`src/rtl/cp0_ctrl.sv`:
```
// cp0_ctrl: CP0 system-control register block for the MIPS core.
// Provides sel-indexed MTC0/MFC0 access to BadVAddr, Count, Compare, Status,
// Cause, EPC, PrId, EBase and Config. It also provides a prescaled Count
// timer, exception/ERET commit handling, a masked interrupt request and the
// exception entry vector.
// Optional feature macro: CP0_CAUSE_IV_EN. It makes Cause.IV writable and
// enables the special interrupt vector (offset 0x200 / BFC0_0400).
module cp0_ctrl #(
  parameter int          COUNT_DIV    = 2,
  parameter int          HW_INT_NUM   = 6,
  parameter logic [31:0] EBASE_RESET  = 32'hBFC0_0000,
  parameter logic [31:0] PRID_VALUE   = 32'h0000_4220,
  parameter logic [31:0] CONFIG_VALUE = 32'h8000_0000
) (
  input  logic                  clk,
  input  logic                  resetn,
  input  logic                  wen_i,
  input  logic [4:0]            waddr_i,
  input  logic [2:0]            wsel_i,
  input  logic [4:0]            raddr_i,
  input  logic [2:0]            rsel_i,
  input  logic [31:0]           data_i,
  output logic [31:0]           data_o,
  input  logic                  exc_valid_i,
  input  logic [4:0]            exc_code_i,
  input  logic                  eret_i,
  input  logic [31:0]           exc_pc_i,
  input  logic [31:0]           exc_badvaddr_i,
  input  logic                  exc_bv_i,
  input  logic                  bd_i,
  input  logic [HW_INT_NUM-1:0] int_i,
  output logic [31:0]           status_o,
  output logic [31:0]           cause_o,
  output logic [31:0]           epc_o,
  output logic [31:0]           exc_vector_o,
  output logic                  int_req_o,
  output logic                  timer_int_o
);

  localparam int PRESC_W = (COUNT_DIV > 1) ? $clog2(COUNT_DIV) : 1;
  localparam logic [PRESC_W-1:0] PRESC_MAX = PRESC_W'(COUNT_DIV - 1);

  // {reg, sel} addresses of the mapped registers
  localparam logic [7:0] A_BADVADDR = {5'd8,  3'd0};
  localparam logic [7:0] A_COUNT    = {5'd9,  3'd0};
  localparam logic [7:0] A_COMPARE  = {5'd11, 3'd0};
  localparam logic [7:0] A_STATUS   = {5'd12, 3'd0};
  localparam logic [7:0] A_CAUSE    = {5'd13, 3'd0};
  localparam logic [7:0] A_EPC      = {5'd14, 3'd0};
  localparam logic [7:0] A_PRID     = {5'd15, 3'd0};
  localparam logic [7:0] A_EBASE    = {5'd15, 3'd1};
  localparam logic [7:0] A_CONFIG   = {5'd16, 3'd0};

  // BEV comes out of reset set and software cannot clear it
  localparam logic STATUS_BEV = 1'b1;

  logic [31:0]        badvaddr_reg;
  logic [31:0]        count_reg;
  logic [31:0]        compare_reg;
  logic [PRESC_W-1:0] presc_reg;
  logic               timer_int_reg;
  logic [7:0]         status_im_reg;
  logic               status_exl_reg;
  logic               status_ie_reg;
  logic               cause_bd_reg;
  logic               cause_ti_reg;
  logic [5:0]         cause_ip_hw_reg;   // IP[7:2]
  logic [1:0]         cause_ip_sw_reg;   // IP[1:0]
  logic [4:0]         cause_exc_code_reg;
  logic [31:0]        epc_reg;
  logic [17:0]        ebase_hi_reg;      // EBase[29:12]

  logic               cause_iv;
  logic [5:0]         ip_hw_next;
  logic [7:0]         cause_ip;
  logic [31:0]        ebase;
  logic [7:0]         waddr_sel;

  // An exception in the same cycle throws away any MTC0 and any ERET
  logic mtc0_en;
  logic eret_en;
  logic wr_count, wr_compare, wr_status, wr_cause, wr_epc, wr_ebase;

  assign mtc0_en    = wen_i & ~exc_valid_i;
  assign eret_en    = eret_i & ~exc_valid_i;
  assign waddr_sel  = {waddr_i, wsel_i};
  assign wr_count   = mtc0_en && (waddr_sel == A_COUNT);
  assign wr_compare = mtc0_en && (waddr_sel == A_COMPARE);
  assign wr_status  = mtc0_en && (waddr_sel == A_STATUS);
  assign wr_cause   = mtc0_en && (waddr_sel == A_CAUSE);
  assign wr_epc     = mtc0_en && (waddr_sel == A_EPC);
  assign wr_ebase   = mtc0_en && (waddr_sel == A_EBASE);

  // Hardware lines land on IP[2 +: HW_INT_NUM]; the remaining IP[7:2] bits read 0
  for (genvar gi = 0; gi < 6; gi++) begin : g_ip_hw
    if (gi < HW_INT_NUM) begin : g_used
      assign ip_hw_next[gi] = int_i[gi];
    end else begin : g_unused
      assign ip_hw_next[gi] = 1'b0;
    end
  end

`ifdef CP0_CAUSE_IV_EN
  logic cause_iv_reg;

  // Cause.IV is a plain software-writable bit
  always_ff @(posedge clk) begin
    if (!resetn) begin
      cause_iv_reg <= 1'b0;
    end else if (wr_cause) begin
      cause_iv_reg <= data_i[23];
    end
  end

  assign cause_iv = cause_iv_reg;
`else
  assign cause_iv = 1'b0;
`endif

  // Count with prescaler; a software write reloads Count and restarts the prescaler
  always_ff @(posedge clk) begin
    if (!resetn) begin
      count_reg <= '0;
      presc_reg <= '0;
    end else if (wr_count) begin
      count_reg <= data_i;
      presc_reg <= '0;
    end else if (presc_reg == PRESC_MAX) begin
      count_reg <= count_reg + 32'd1;
      presc_reg <= '0;
    end else begin
      presc_reg <= presc_reg + 1'b1;
    end
  end

  // Compare register and timer interrupt; a Compare write acknowledges the timer
  always_ff @(posedge clk) begin
    if (!resetn) begin
      compare_reg   <= '0;
      timer_int_reg <= 1'b0;
      cause_ti_reg  <= 1'b0;
    end else begin
      cause_ti_reg <= timer_int_reg;
      if (wr_compare) begin
        compare_reg   <= data_i;
        timer_int_reg <= 1'b0;
      end else if ((count_reg == compare_reg) && (compare_reg != 32'd0)) begin
        timer_int_reg <= 1'b1;
      end
    end
  end

  // Status: exception sets EXL, ERET clears it and overrides an MTC0 to EXL
  always_ff @(posedge clk) begin
    if (!resetn) begin
      status_im_reg  <= '0;
      status_exl_reg <= 1'b0;
      status_ie_reg  <= 1'b0;
    end else if (exc_valid_i) begin
      status_exl_reg <= 1'b1;
    end else begin
      if (wr_status) begin
        status_im_reg  <= data_i[15:8];
        status_exl_reg <= data_i[1];
        status_ie_reg  <= data_i[0];
      end
      if (eret_en) begin
        status_exl_reg <= 1'b0;
      end
    end
  end

  // Exception recording (EPC/BD only on first-level entry) and software writes
  always_ff @(posedge clk) begin
    if (!resetn) begin
      badvaddr_reg       <= '0;
      epc_reg            <= '0;
      cause_bd_reg       <= 1'b0;
      cause_exc_code_reg <= '0;
      cause_ip_sw_reg    <= '0;
      ebase_hi_reg       <= EBASE_RESET[29:12];
    end else if (exc_valid_i) begin
      cause_exc_code_reg <= exc_code_i;
      if (!status_exl_reg) begin
        epc_reg      <= bd_i ? (exc_pc_i - 32'd4) : exc_pc_i;
        cause_bd_reg <= bd_i;
      end
      if (exc_bv_i) begin
        badvaddr_reg <= exc_badvaddr_i;
      end
    end else begin
      if (wr_epc) begin
        epc_reg <= data_i;
      end
      if (wr_cause) begin
        cause_ip_sw_reg <= data_i[9:8];
      end
      if (wr_ebase) begin
        ebase_hi_reg <= data_i[29:12];
      end
    end
  end

  // Hardware interrupt lines are sampled into Cause.IP every cycle
  always_ff @(posedge clk) begin
    if (!resetn) begin
      cause_ip_hw_reg <= '0;
    end else begin
      cause_ip_hw_reg <= ip_hw_next;
    end
  end

  assign cause_ip = {cause_ip_hw_reg[5] | cause_ti_reg, cause_ip_hw_reg[4:0], cause_ip_sw_reg};
  assign ebase    = {EBASE_RESET[31:30], ebase_hi_reg, EBASE_RESET[11:0]};

  assign status_o = {9'b0, STATUS_BEV, 6'b0, status_im_reg, 6'b0, status_exl_reg, status_ie_reg};
  assign cause_o  = {cause_bd_reg, cause_ti_reg, 6'b0, cause_iv, 7'b0, cause_ip, 1'b0,
                     cause_exc_code_reg, 2'b0};
  assign epc_o       = epc_reg;
  assign timer_int_o = timer_int_reg;
  assign int_req_o   = status_ie_reg & ~status_exl_reg & (|(cause_ip & status_im_reg));

  // Exception entry address; IV selects the dedicated interrupt vector for ExcCode 0
  always_comb begin
    exc_vector_o = STATUS_BEV ? 32'hBFC0_0380 : {ebase[31:12], 12'h180};
    if (cause_iv && (cause_exc_code_reg == 5'd0)) begin
      exc_vector_o = STATUS_BEV ? 32'hBFC0_0400 : {ebase[31:12], 12'h200};
    end
  end

  // MFC0 read mux; unmapped addresses and the reset period read as zero
  always_comb begin
    data_o = '0;
    if (resetn) begin
      case ({raddr_i, rsel_i})
        A_BADVADDR: data_o = badvaddr_reg;
        A_COUNT:    data_o = count_reg;
        A_COMPARE:  data_o = compare_reg;
        A_STATUS:   data_o = status_o;
        A_CAUSE:    data_o = cause_o;
        A_EPC:      data_o = epc_reg;
        A_PRID:     data_o = PRID_VALUE;
        A_EBASE:    data_o = ebase;
        A_CONFIG:   data_o = CONFIG_VALUE;
        default:    data_o = '0;
      endcase
    end
  end

endmodule

```
`config.mk`:
```
export PLATFORM = sky130hd
export DESIGN_NAME = cp0_ctrl
export DESIGN_NICKNAME = d
export VERILOG_FILES = /design/src/rtl/cp0_ctrl.sv
export SDC_FILE = /design/constraint.sdc
export NUM_CORES = 1
export LEC_CHECK = 0
export BUFFER_PORTS_ARGS = -buffer_cell sky130_fd_sc_hd__buf_2
export CAP_MARGIN = 10
export CORE_UTILIZATION = 45
export DETAILED_ROUTE_END_ITERATION = 6
export PLACE_DENSITY_LB_ADDON = 0.1
export SLEW_MARGIN = 20
export SYNTH_ARGS = -nofsm -noshare
export SYNTH_HDL_FRONTEND = slang
export SYNTH_SLANG_ARGS = --single-unit
```
`constraint.sdc`:
```
create_clock -name clk -period 2.1 [get_ports clk]
set_input_delay 0.105 -clock clk [delete_from_list [all_inputs] [get_ports clk]]
set_output_delay 0.105 -clock clk [all_outputs]
set_load 0.05 [all_outputs]
```
; ---- Word level (Yosys, flattened, before mapping)
; Index checks and enable logic that the tools add are counted.
[totals]
elab_cells = 75
ff_bits = 173
[op_classes]
n_addsub = 3
n_bitwise = 9
eq_ne = 17
muxes = 11
n_reduce_logical = 20
[op_table]
columns = op, count
row1 = $pmux 32 s9, 1
row2 = $mux 32, 7
row3 = $eq 8x7->1 const B, 14
row4 = $add 32x1->32 const B, 1
row5 = $eq 32x32->1, 1
row6 = $reduce_bool 32->1, 1
row7 = $sub 32x3->32 const B, 1
row8 = $reduce_and 2->1, 6
row9 = $and 8x8->8, 1
row10 = $eq 8x8->1 const B, 1
row11 = $reduce_or 8->1, 1
row12 = $logic_and 1x1->1, 7
row13 = $and 1x1->1, 4
row14 = $reduce_bool 2->1, 2
row15 = $mux 1, 3
row16 = $not 1->1, 3
row17 = $reduce_bool 3->1, 1
row18 = $reduce_or 3->1, 1
row19 = $ne 2x2->1 const B, 1
row20 = $reduce_or 2->1, 1
row21 = $add 1x1->1 const B, 1
row22 = $or 1x1->1, 1

; ---- Depth between registers and ports, before layout
[logic_depth]
word_depth = 6
depth_mapped = 8

; ---- Worst setup path before layout
; OpenSTA, ideal clock, no wires.
[synth_path]
path_kind = input to output
start = input port rsel_i[1]
end = output port data_o[27]
cell_stages = 7
path_slack_ns = -0.441
arrival_ns = 2.436
n_path_buf = 2
path_cell_list = nor3_1 -> and3_1 -> nor3b_1 -> clkbuf_1 -> buf_2 -> a22oi_1 -> a31oi_1
[synth_between]
elab_chain_len = 3
elab_cells_between_ends = 11
[synth_lines]
columns = element, line_no
row1 = from (decl), 21  ; input logic [2:0] rsel_i,
row2 = $eq 8x8->1 / $eq 8x7->1 (equally long branches), 235  ; case ({raddr_i, rsel_i})
row3 = $pmux 32 s9 (*), 235
row4 = $mux 32 (*), 234  ; if (resetn) begin
row5 = to (decl), 23  ; output logic [31:0] data_o,
; Mark *: on every way between the ends. The rest lies on a longest branch, timed or not.

; ---- Final worst setup path
[layout_path]
start = register count_reg[0]
end = register count_reg[26]
[layout_between]
elab_chain_len = 3
[layout_lines]
columns = element, line_no
row1 = from (decl), 58  ; logic [31:0] count_reg;
row2 = from (signal assigned), 126  ; count_reg <= data_i;
row3 = from (signal assigned), 129  ; count_reg <= count_reg + 32'd1;
row4 = $add 32x1->32, 129
row5 = $mux 32, 128  ; end else if (presc_reg == PRESC_MAX) begin
row6 = $mux 32, 125  ; end else if (wr_count) begin
; No other way between the ends. The select of a mux whose other input is x is not followed.
; A chain may end at the register's enable or synchronous reset.

==> flow_summary.ini <==
[worst_setup_path]
critical_path.cell_chain = ha_1, nand4_1, or2_2, nor4_1, xnor2_1, a21oi_1
peak_fanout_along_the_critical_path = 11
worst_r2r_endpoint = count_reg[26]
cp_num_buf_inv = 0
cp.required_ps = 2410
cp_top_family = simple AND/OR/NAND/NOR gates
critical_path.endpoint_type = register
worst_ep_arrival_time_ps = 2370
reg2reg_depth = 6
timing.critical_path.depth = 6
timing.setup.critical_path_class = register to register
reg2reg_setup_slack_ps = 40
cpPeakStageDelay_ps = 480
setup.worst_path.start = count_reg[0]
endpoint = count_reg[26]
timing.rr.start = count_reg[0]
slowest_stage = sky130_fd_sc_hd__or2_2
worst_setup_path_start_kind = register

[timing]
setup_viol = 0
fmax_mhz = 484.5
final_hold_viol_count = 0
finalClockSkew_ps = 9.875
totalNegativeSetupSlack_ps = 0
slack_of_the_critical_path_ps = 36.05
worst_pin_slew_ps = 645.0
rsz0062_at_grt = true
final.period_utilization_pct = 98.28
min_hold_slack_ps = 4.986
relSlewSlack_pct = 57.00
period_needed_ps = 2064
maxSlewViolCount = 0

[detailed_routing]
first_pass_iters = 6
routed_wire_length_per_instance_um = 20.02
viasPerCell = 5.666
routed-via-count = 10480
drc_errors = 0
drt_first_iter_violations = 1099
final_antenna_net_count = 0
routed_wirelength_um = 37040

[layout]
stdcell_count = 1850
area_delta_synth_final_pct = 34.21
drive_gt1_share_pct = 25.35
nNetsFinal = 1693

[pwr]
power.share.switching_pct = 31.42
share_comb_of_total_power_pct = 17.3
power.share.clock_pct = 38.9
power.density_cell_area_nw_per_um2 = 607.6
cell_internal_pwr_mw = 5.436
pwr-share-seq_pct = 43.8
netSwitchingPower_mw = 2.491
leakagePower_nw = 4.996
max_rail_drop_vdd_mv = 0.5186

[synthesis]
ys_top_cells_by_area = sky130_fd_sc_hd__dfxtp_1, sky130_fd_sc_hd__nand2_1, sky130_fd_sc_hd__a21oi_1
ys_types = 59
synth_enable_flop_cells = 0
synthesis.yosys.warnings = 0
synth_xor_xnor_area_share_pct = 6.938
post_synth_fa_ha_maj_area_fraction_pct = 0.2574
synth_top_area_share_pct = 35.63
synth_async_sr_flop_share_pct = 0
netlist_area_sq_um = 9721
synth_top_flop_cell = sky130_fd_sc_hd__dfxtp_1
synth_area_leader_cell = sky130_fd_sc_hd__dfxtp_1
synth_top_family_by_area = simple AND/OR/NAND/NOR gates
synthesized_instance_count = 1259
synth_compound_area_share_pct = 20.20
synthTopCellsByCount = sky130_fd_sc_hd__nand2_1, sky130_fd_sc_hd__dfxtp_1, sky130_fd_sc_hd__a21oi_1
most_instantiated_library_cell_after_synthesis = sky130_fd_sc_hd__nand2_1
synth.avg_cell_area_sq_um = 7.721
number_of_synthesized_register_bits = 173
synth.yosys.seq_area_share_pct = 35.63
post_synth_and_or_nand_nor_area_fraction_pct = 23.31
muxShareOfSynthArea_pct = 3.089

[die]
die_width_um = 149.0
die_y_um = 149.0
ios = 292
floorplan.core_area_sq_um = 21090
std_cell_rows = 53
dieArea_sq_um = 22190
floorplan.initialDensity_pct = 46.10

[place]
place_hpwl_um = 27210
dpl.cell_count = 1739
placement.io_buffers = 220
preCtsSetupSlack_ps = -94.57
gp_congestion = 0.9773

[clocking]
clockRootBuffer = sky130_fd_sc_hd__clkbuf_16
path_clk_slew_ps = 70
cts_inserted_buffers = 17
clock_tree.htree_level_count = 4
clock-sinks = 173
cts_tree = built
insertion_delay_ps = 430
clk_path_buf_depth = 2

[global_routing]
grt.overflow.total = 0
first_global_vias = 9474
global_route.usage.met1_pct = 46.48
grt_first_pass_wirelength_um = 55280
grt_use_met3_pct = 6.575
largest_net_degree_at_the_start_of_global_routing = 130
busiest_layer_in_global_routing = met2
antenna_found_initial = 1
global_route.usage.met2_pct = 50.98
global_route_usage_over_all_layers_pct = 33.12

[status]
outcome = finished, final reports clean

[worst_hold_path]
min_path_cells = 3
hold_path.class = input pin to register
hold_path_startpoint = data_i[9]

[job]
max_cap_violations = 0
-- layout make-up --
cell class	instances	area, sq um
clock inverters	14	133.9
diodes	1	2.502
fillers	1961	8041
clock buffers	18	429.2
flip-flops and latches	173	3463
multi-input cells	965	5806
inverters	13	51.30
well taps	275	344.1
repair buffers	391	2816
-- worst min-delay path, stage by stage --
cell,delay [ps]
sky130_fd_sc_hd__buf_2,150
sky130_fd_sc_hd__nand2_1,70
sky130_fd_sc_hd__a21oi_1,60
-- power by group through the flow --
| stage | logic [mW] | clock network [mW] | registers (mW) |
|---|---|---|---|
| floorplan | 0.766 | 0 | 3.68 |
| finish | 1.37 | 3.09 | 3.47 |
| CTS | 1.34 | 3.11 | 3.47 |
| global route | 1.45 | 3.27 | 3.48 |
| detailed placement | 1.24 | 0 | 3.55 |
| global placement | 1.23 | 0 | 3.55 |
-- timing repair --
action | CTS | global route
hold endpoints to repair | 85 | 2
gates resized for setup | 0 | 23
setup buffers | 0 | 3
endpoints found under the setup margin | 0 | 17
hold buffers | 73 | 2
-- placed cells by master (no fill, tap or decap), types with 17 or more instances in the layout --
master / Yosys / routed
sky130_fd_sc_hd__a22oi_1: 41 / 41
sky130_fd_sc_hd__nor3_1: 22 / 20
sky130_fd_sc_hd__a21oi_1: 124 / 111
sky130_fd_sc_hd__dlygate4sd3_1: 0 / 75
sky130_fd_sc_hd__conb_1: 2 / 71
sky130_fd_sc_hd__and3_1: 17 / 17
sky130_fd_sc_hd__a211oi_1: 18 / 18
sky130_fd_sc_hd__xnor2_1: 66 / 66
sky130_fd_sc_hd__nand3_1: 35 / 35
sky130_fd_sc_hd__nand4_1: 17 / 17
sky130_fd_sc_hd__buf_2: 3 / 210
sky130_fd_sc_hd__nor4_1: 28 / 27
sky130_fd_sc_hd__o21ai_0: 42 / 42
sky130_fd_sc_hd__mux2i_1: 30 / 30
sky130_fd_sc_hd__clkbuf_16: 0 / 17
sky130_fd_sc_hd__nor2_1: 69 / 69
sky130_fd_sc_hd__nand2_1: 219 / 219
sky130_fd_sc_hd__dfxtp_1: 173 / 173
sky130_fd_sc_hd__buf_4: 81 / 79
-- layer usage --
layer | routed length, um | share of wire [%] | up-vias
met5 | 0 | 0 | -
met3 | 3436 | 9.3 | 56
met1 | 16080 | 43 | 4911
li1 | - | - | 4943
met4 | 854 | 2.3 | 0
met2 | 16670 | 45 | 573
-- cell families after synthesis --
logic type	Yosys count
flip-flops	173
multiplexers	30
other	2
buffers and inverters	190
XOR/XNOR	77
adder cells (fa/ha/maj)	2
AND/OR/NAND/NOR	475
AO/OA/AOI/OAI	310
-- through the flow --
stage	power (mW)	util, %	area [sq um]
floorplan	4.450	-	10230
global placement	4.778	55.13	11630
detailed placement	4.784	55.13	11630
CTS	7.924	61.27	12920
global route	8.194	61.85	13040
finish	7.926	61.87	13050
-- worst min-delay path by stage --
stage,endpoint
floorplan,ebase_hi_reg[10]
finish,compare_reg[9]
global placement,cause_ip_hw_reg[4]
CTS,badvaddr_reg[25]
detailed placement,cause_ip_hw_reg[4]
global route,badvaddr_reg[24]
No activity file was read; power rests on OpenSTA's default activity.
